===== src/rtl/wbdownsz.sv =====
// wbdownsz: wide-to-narrow Wishbone bridge. Each wide request becomes
// up to R pipelined narrow beats; narrow read data returns as one ack.
module wbdownsz #(
  parameter int   ADDRESS_WIDTH     = 28,
  parameter int   WIDE_DW           = 512,
  parameter int   SMALL_DW          = 32,
  parameter logic OPT_LITTLE_ENDIAN = 1'b0,
  parameter logic OPT_LOWPOWER      = 1'b0
) (
  input  logic                                        i_clk,
  input  logic                                        i_reset,
  input  logic                                        i_wcyc,
  input  logic                                        i_wstb,
  input  logic                                        i_wwe,
  input  logic [ADDRESS_WIDTH-$clog2(WIDE_DW/8)-1:0]  i_waddr,
  input  logic [WIDE_DW-1:0]                          i_wdata,
  input  logic [WIDE_DW/8-1:0]                        i_wsel,
  output logic                                        o_wstall,
  output logic                                        o_wack,
  output logic [WIDE_DW-1:0]                          o_wdata,
  output logic                                        o_werr,
  output logic                                        o_scyc,
  output logic                                        o_sstb,
  output logic                                        o_swe,
  output logic [ADDRESS_WIDTH-$clog2(SMALL_DW/8)-1:0] o_saddr,
  output logic [SMALL_DW-1:0]                         o_sdata,
  output logic [SMALL_DW/8-1:0]                       o_ssel,
  input  logic                                        i_sstall,
  input  logic                                        i_sack,
  input  logic                                        i_serr,
  input  logic [SMALL_DW-1:0]                         i_sdata
);
  localparam int R   = WIDE_DW / SMALL_DW;
  localparam int LGR = $clog2(R);
  localparam int WAW = ADDRESS_WIDTH - $clog2(WIDE_DW/8);
  localparam int SB  = SMALL_DW / 8;
  localparam int WB  = WIDE_DW / 8;

  // bit / byte offset of beat k within the wide word
  function automatic int doff(input int k);
    return OPT_LITTLE_ENDIAN ? k*SMALL_DW : WIDE_DW - (k+1)*SMALL_DW;
  endfunction

  function automatic int soff(input int k);
    return OPT_LITTLE_ENDIAN ? k*SB : WB - (k+1)*SB;
  endfunction

  logic               busy_q, busy_d;
  logic               we_q, we_d;
  logic [WAW-1:0]     addr_q, addr_d;
  logic [WIDE_DW-1:0] data_q, data_d;
  logic [WB-1:0]      sel_q, sel_d;
  logic [R-1:0]       imask_q, imask_d;
  logic [R-1:0]       amask_q, amask_d;
  logic [WIDE_DW-1:0] rdata_q, rdata_d;
  logic               wack_q, wack_d;
  logic               werr_q, werr_d;
  logic [R-1:0]       nmask;
  logic [LGR-1:0]     iidx, aidx;

  always_comb begin
    iidx = '0;
    aidx = '0;
    for (int k = R-1; k >= 0; k--) begin
      if (imask_q[k]) iidx = LGR'(k);
      if (amask_q[k]) aidx = LGR'(k);
    end
  end

  always_comb begin
    nmask = '0;
    for (int k = 0; k < R; k++)
      nmask[k] = |i_wsel[soff(k) +: SB];
  end

  always_comb begin
    busy_d  = busy_q;
    we_d    = we_q;
    addr_d  = addr_q;
    data_d  = data_q;
    sel_d   = sel_q;
    imask_d = imask_q;
    amask_d = amask_q;
    rdata_d = rdata_q;
    wack_d  = 1'b0;
    werr_d  = 1'b0;
    if (busy_q) begin
      if (!i_wcyc) begin
        busy_d  = 1'b0;
        imask_d = '0;
        amask_d = '0;
      end else if (i_serr && |amask_q) begin
        werr_d  = 1'b1;
        busy_d  = 1'b0;
        imask_d = '0;
        amask_d = '0;
      end else begin
        if (o_sstb && !i_sstall)
          imask_d[iidx] = 1'b0;
        if (i_sack && |amask_q) begin
          rdata_d[doff(int'(aidx)) +: SMALL_DW] = i_sdata;
          amask_d[aidx] = 1'b0;
          if (amask_d == '0) begin
            busy_d  = 1'b0;
            wack_d  = 1'b1;
            imask_d = '0;
          end
        end
      end
    end else if (i_wcyc && i_wstb) begin
      we_d    = i_wwe;
      addr_d  = i_waddr;
      data_d  = i_wdata;
      sel_d   = i_wsel;
      imask_d = nmask;
      amask_d = nmask;
      rdata_d = '0;
      // an all-zero select is answered without touching the narrow bus
      busy_d  = |nmask;
      wack_d  = ~|nmask;
    end
  end

  always_ff @(posedge i_clk) begin
    if (i_reset) begin
      busy_q  <= 1'b0;
      we_q    <= 1'b0;
      addr_q  <= '0;
      data_q  <= '0;
      sel_q   <= '0;
      imask_q <= '0;
      amask_q <= '0;
      rdata_q <= '0;
      wack_q  <= 1'b0;
      werr_q  <= 1'b0;
    end else begin
      busy_q  <= busy_d;
      we_q    <= we_d;
      addr_q  <= addr_d;
      data_q  <= data_d;
      sel_q   <= sel_d;
      imask_q <= imask_d;
      amask_q <= amask_d;
      rdata_q <= rdata_d;
      wack_q  <= wack_d;
      werr_q  <= werr_d;
    end
  end

  assign o_wstall = busy_q;
  assign o_scyc   = busy_q;
  assign o_sstb   = busy_q && |imask_q;
  assign o_swe    = busy_q && we_q;
  assign o_wack   = wack_q;
  assign o_werr   = werr_q;

  always_comb begin
    o_saddr = {addr_q, iidx};
    o_sdata = data_q[doff(int'(iidx)) +: SMALL_DW];
    o_ssel  = sel_q[soff(int'(iidx)) +: SB];
    o_wdata = rdata_q;
    if (OPT_LOWPOWER && !o_sstb) begin
      o_saddr = '0;
      o_sdata = '0;
      o_ssel  = '0;
    end
    if (OPT_LOWPOWER && !wack_q)
      o_wdata = '0;
  end
endmodule

===== config.mk =====
export PLATFORM = sky130hd
export DESIGN_NAME = wbdownsz
export DESIGN_NICKNAME = d
export VERILOG_FILES = /design/src/rtl/wbdownsz.sv
export SDC_FILE = /design/constraint.sdc
export NUM_CORES = 2
export LEC_CHECK = 0
export CAP_MARGIN = 20
export CORE_AREA = 2 2 473 475
export CTS_CLUSTER_DIAMETER = 40
export DETAILED_ROUTE_END_ITERATION = 16
export DIE_AREA = 0 0 475 477
export PLACE_DENSITY_LB_ADDON = 0.08
export SETUP_SLACK_MARGIN = 0.2
export SLEW_MARGIN = 20
export SYNTH_ARGS = -nofsm -noshare
export SYNTH_HDL_FRONTEND = slang
export SYNTH_SLANG_ARGS = --single-unit

===== constraint.sdc =====
create_clock -name i_clk -period 6.9 [get_ports i_clk]
set_input_delay 1.035 -clock i_clk [delete_from_list [all_inputs] [get_ports i_clk]]
set_output_delay 1.035 -clock i_clk [all_outputs]
set_load 0.01 [all_outputs]

==> key figures <==
Outcome
  – Status: completed

Floorplan
  – Die height: around 480 µm
  – Num rows: around 170
  – Initial core utilization: 0.201
  – Full die area: between 200,000 and 250,000 µm²
  – I/O pin total: 1,218
  – Die width: approximately 480 µm
  – Core area: 221,000 µm²

Critical path
  – R2R Setup Slk: about 2.3 ns
  – Worst setup EP type: primary output
  – WP data required: a little under 6 ns
  – Reg-to-reg endpoint: o_wdata[83]
  – Worst flop-to-flop path startpoint: amask_q[11]
  – CP Launch Type: register
  – Critical Path AT: roughly 5.5 ns
  – Crit Path Max Fanout: 64
  – Worst Setup SP: imask_q[15]
  – Worst reg2reg path depth: 13
  – Crit path kind: reg2out

Timing
  – Clock skew: approximately 0.071 ns
  – TNS Setup: 0 ns
  – Worst-margin pin slew: between 1 and 1.5 ns
  – Final Hold Violating Endpoints: 0
  – Slew Limit Headroom: 0.164
  – Tmin final: roughly 6.5 ns
  – Final setup violation count: 0
  – Tcrit/Tclk final: 0.948
  – Unrepaired setup endpoints after global routing: yes
  – Final Max Slew Viols: 0
  – Fmax: roughly 0.15 GHz

Worst hold path
  – Hold depth: 2
  – Hold/Removal Path Class: reg2reg
  – Hold worst-path end: data_q[64]
  – Min-delay src: data_q[64]

CTS
  – Post-CTS resize count: 5
  – Clock root buffer master: clkbuf_16
  – Clock Path Buffers: 3
  – CTS tree: done
  – Total setup buffers inserted after CTS: 0
  – Clock Latency Late Sink: between 0.8 and 0.9 ns
  – Clock H-tree levels: 4
  – CTS hold repair buffers: 0
  – CTS clk-pin slew, worst paths: about 0.050 ns
  – Total CTS buffers: 240
  – Clk sinks: 1,146

Global routing
  – First-pass GRT wire length: 376,000 µm
  – GRT Util Overall: 0.235
  – Largest net degree at the start of global routing: roughly 190
  – GRT Residual Overflow: 0
  – Vias in the first global route: approximately 45,000
  – Initial antenna violation count: 72

Final layout
  – Share of cells above drive strength 1: 0.0907
  – Final net count: a little over 7,000
  – Synth-to-Final Area Change: 54.1%
  – Commonest non-fill, non-tap cell in the layout: nand2_1
  – Most frequent cells in the layout: nand2_1, clkdlybuf4s50_1, dfxtp_1

Synthesis
  – Syn Nets: 6,223
  – Leading area contributor after synthesis: dfxtp_1
  – Post-synth ARST share: 0
  – Post-synthesis cell type count: 59
  – Ranking of synthesized cells by area: dfxtp_1, nand2_1, a21oi_1, a22o_1, clkbuf_1
  – YS warnings: 0
  – Flop and latch count out of synthesis: ~1,100
  – Seq/Total Area, Yosys: 0.516
  – Synth Flop Type: dfxtp_1
  – Yosys top cell area share: 0.516
  – Post-synth EDFFs: 0
  – Avg Cell Area, Syn: roughly 8 µm²
  – Synthesized cell area: roughly 44,000 µm²
  – Mapped Cells: between 5,000 and 6,000

Routing
  – Routed wire length per instance: 28.3 µm
  – Post-route DRC: 0
  – Routed via count: 45,400
  – Number of vias per cell: 4.62
  – TritonRoute pass-1 iters: 5
  – Antenna viol nets, final: 0
  – Drt initial violations: 3,258
  – Final WL: 278,000 µm

Pwr
  – PD cells: around 330 nW/µm²
  – Total Power: between 0.02 and 0.025 W
  – VDD IR max: about 0.27 mV
  – Leak: roughly 24 nW

Place
  – Placer Congestion: ~0.9
  – PortBufs: 1,217
  – DP HPWL: 205,000 µm

Job
  – Max_cap viols: 0
-- power by group --
group          internal (W)  switching, W  total, W
Clock               0.00806       0.00429    0.0123
Combinational       0.00114       0.00226   0.00340
Sequential          0.00682      0.000151   0.00697
-- critical path, cell delays in order (launching register included) --
cell,delay (ns)
dfxtp_1,0.33
nor2b_1,0.14
o311ai_1,0.45
a211oi_1,0.14
buf_4,0.19
o21bai_4,0.24
inv_8,0.20
ha_1,0.34
nor2b_1,0.17
and3_1,0.19
a221oi_1,0.37
a2bb2oi_4,0.19
buf_12,0.23
nor4_1,0.62
a211oi_1,0.23
clkdlybuf4s50_1,0.57
-- registers in the layout, summed over array words and instances, names as in the netlist --
signal   cells
data_q     512
o_wdata    512
sel_q       64
addr_q      22
amask_q     16
imask_q     16
o_scyc       1
o_wack       1
o_werr       1
we_q         1
-- metal layers --
layer,vias to the layer above,global-route usage,share of wire
li1,21200,-,-
met5,-,0,0.00035
met1,22200,0.273,0.40
met3,391,0.0760,0.082
met4,14,0.0748,0.034
met2,1608,0.406,0.49
-- worst max-delay path by stage --
| stage | to | slack (ns) | cells past startpoint |
|---|---|---|---|
| floorplan | o_sdata[0] | 2.19 | 13 |
| detailed placement | o_sdata[3] | 0.80 | 11 |
| global route | o_sdata[0] | 0.06 | 14 |
| global placement | o_sdata[3] | 0.80 | 11 |
| CTS | o_sdata[13] | 0.29 | 15 |
| finish | o_sdata[26] | 0.36 | 15 |
-- cell families (layout without fill, tap and decap cells) --
group                    Yosys count  count (layout)  synth area share
AO/OA/AOI/OAI                   1535            1535             0.211
XOR/XNOR                           6               6           0.00166
adder cells (fa/ha/maj)            8               8           0.00225
buffers and inverters            531            1790            0.0468
flip-flops                      1146            1146             0.516
multiplexers                      72              72            0.0162
other                              0              15                 0
AND/OR/NAND/NOR                 2279            2279             0.206
-- layout make-up --
cell class,count,area (µm²)
Fill cell,23600,153000
Sequential cell,1146,22900
Multi-Input combinational cell,3900,19900
Timing Repair Buffer,1315,13100
Clock buffer,289,6500
Tap cell,2975,3720
Clock inverter,167,2220
Inverter,19,78.8
Antenna cell,15,37.5
-- per-stage QoR --
stage	hold WS (ns)	cells	utilization	setup WS [ns]	instance area (µm²)
floorplan	0.432	5577	-	2.19	44400
global placement	0.434	9354	0.269	0.803	59600
detailed placement	0.443	9354	0.269	0.798	59600
CTS	0.453	9810	0.309	0.294	68400
global route	0.465	9817	0.309	0.0585	68500
finish	0.450	9826	0.309	0.360	68500
-- Yosys cell counts (all sizes together), types with 50 or more instances --
cell type and count:
a21oi 889, nand2 1788, a22o 224, o21ai 100
nor2 240, mux2i 72, a22oi 163, buf 50
dfxtp 1146, nor4 99, clkbuf 462
Power figures use the tool's default switching activity.
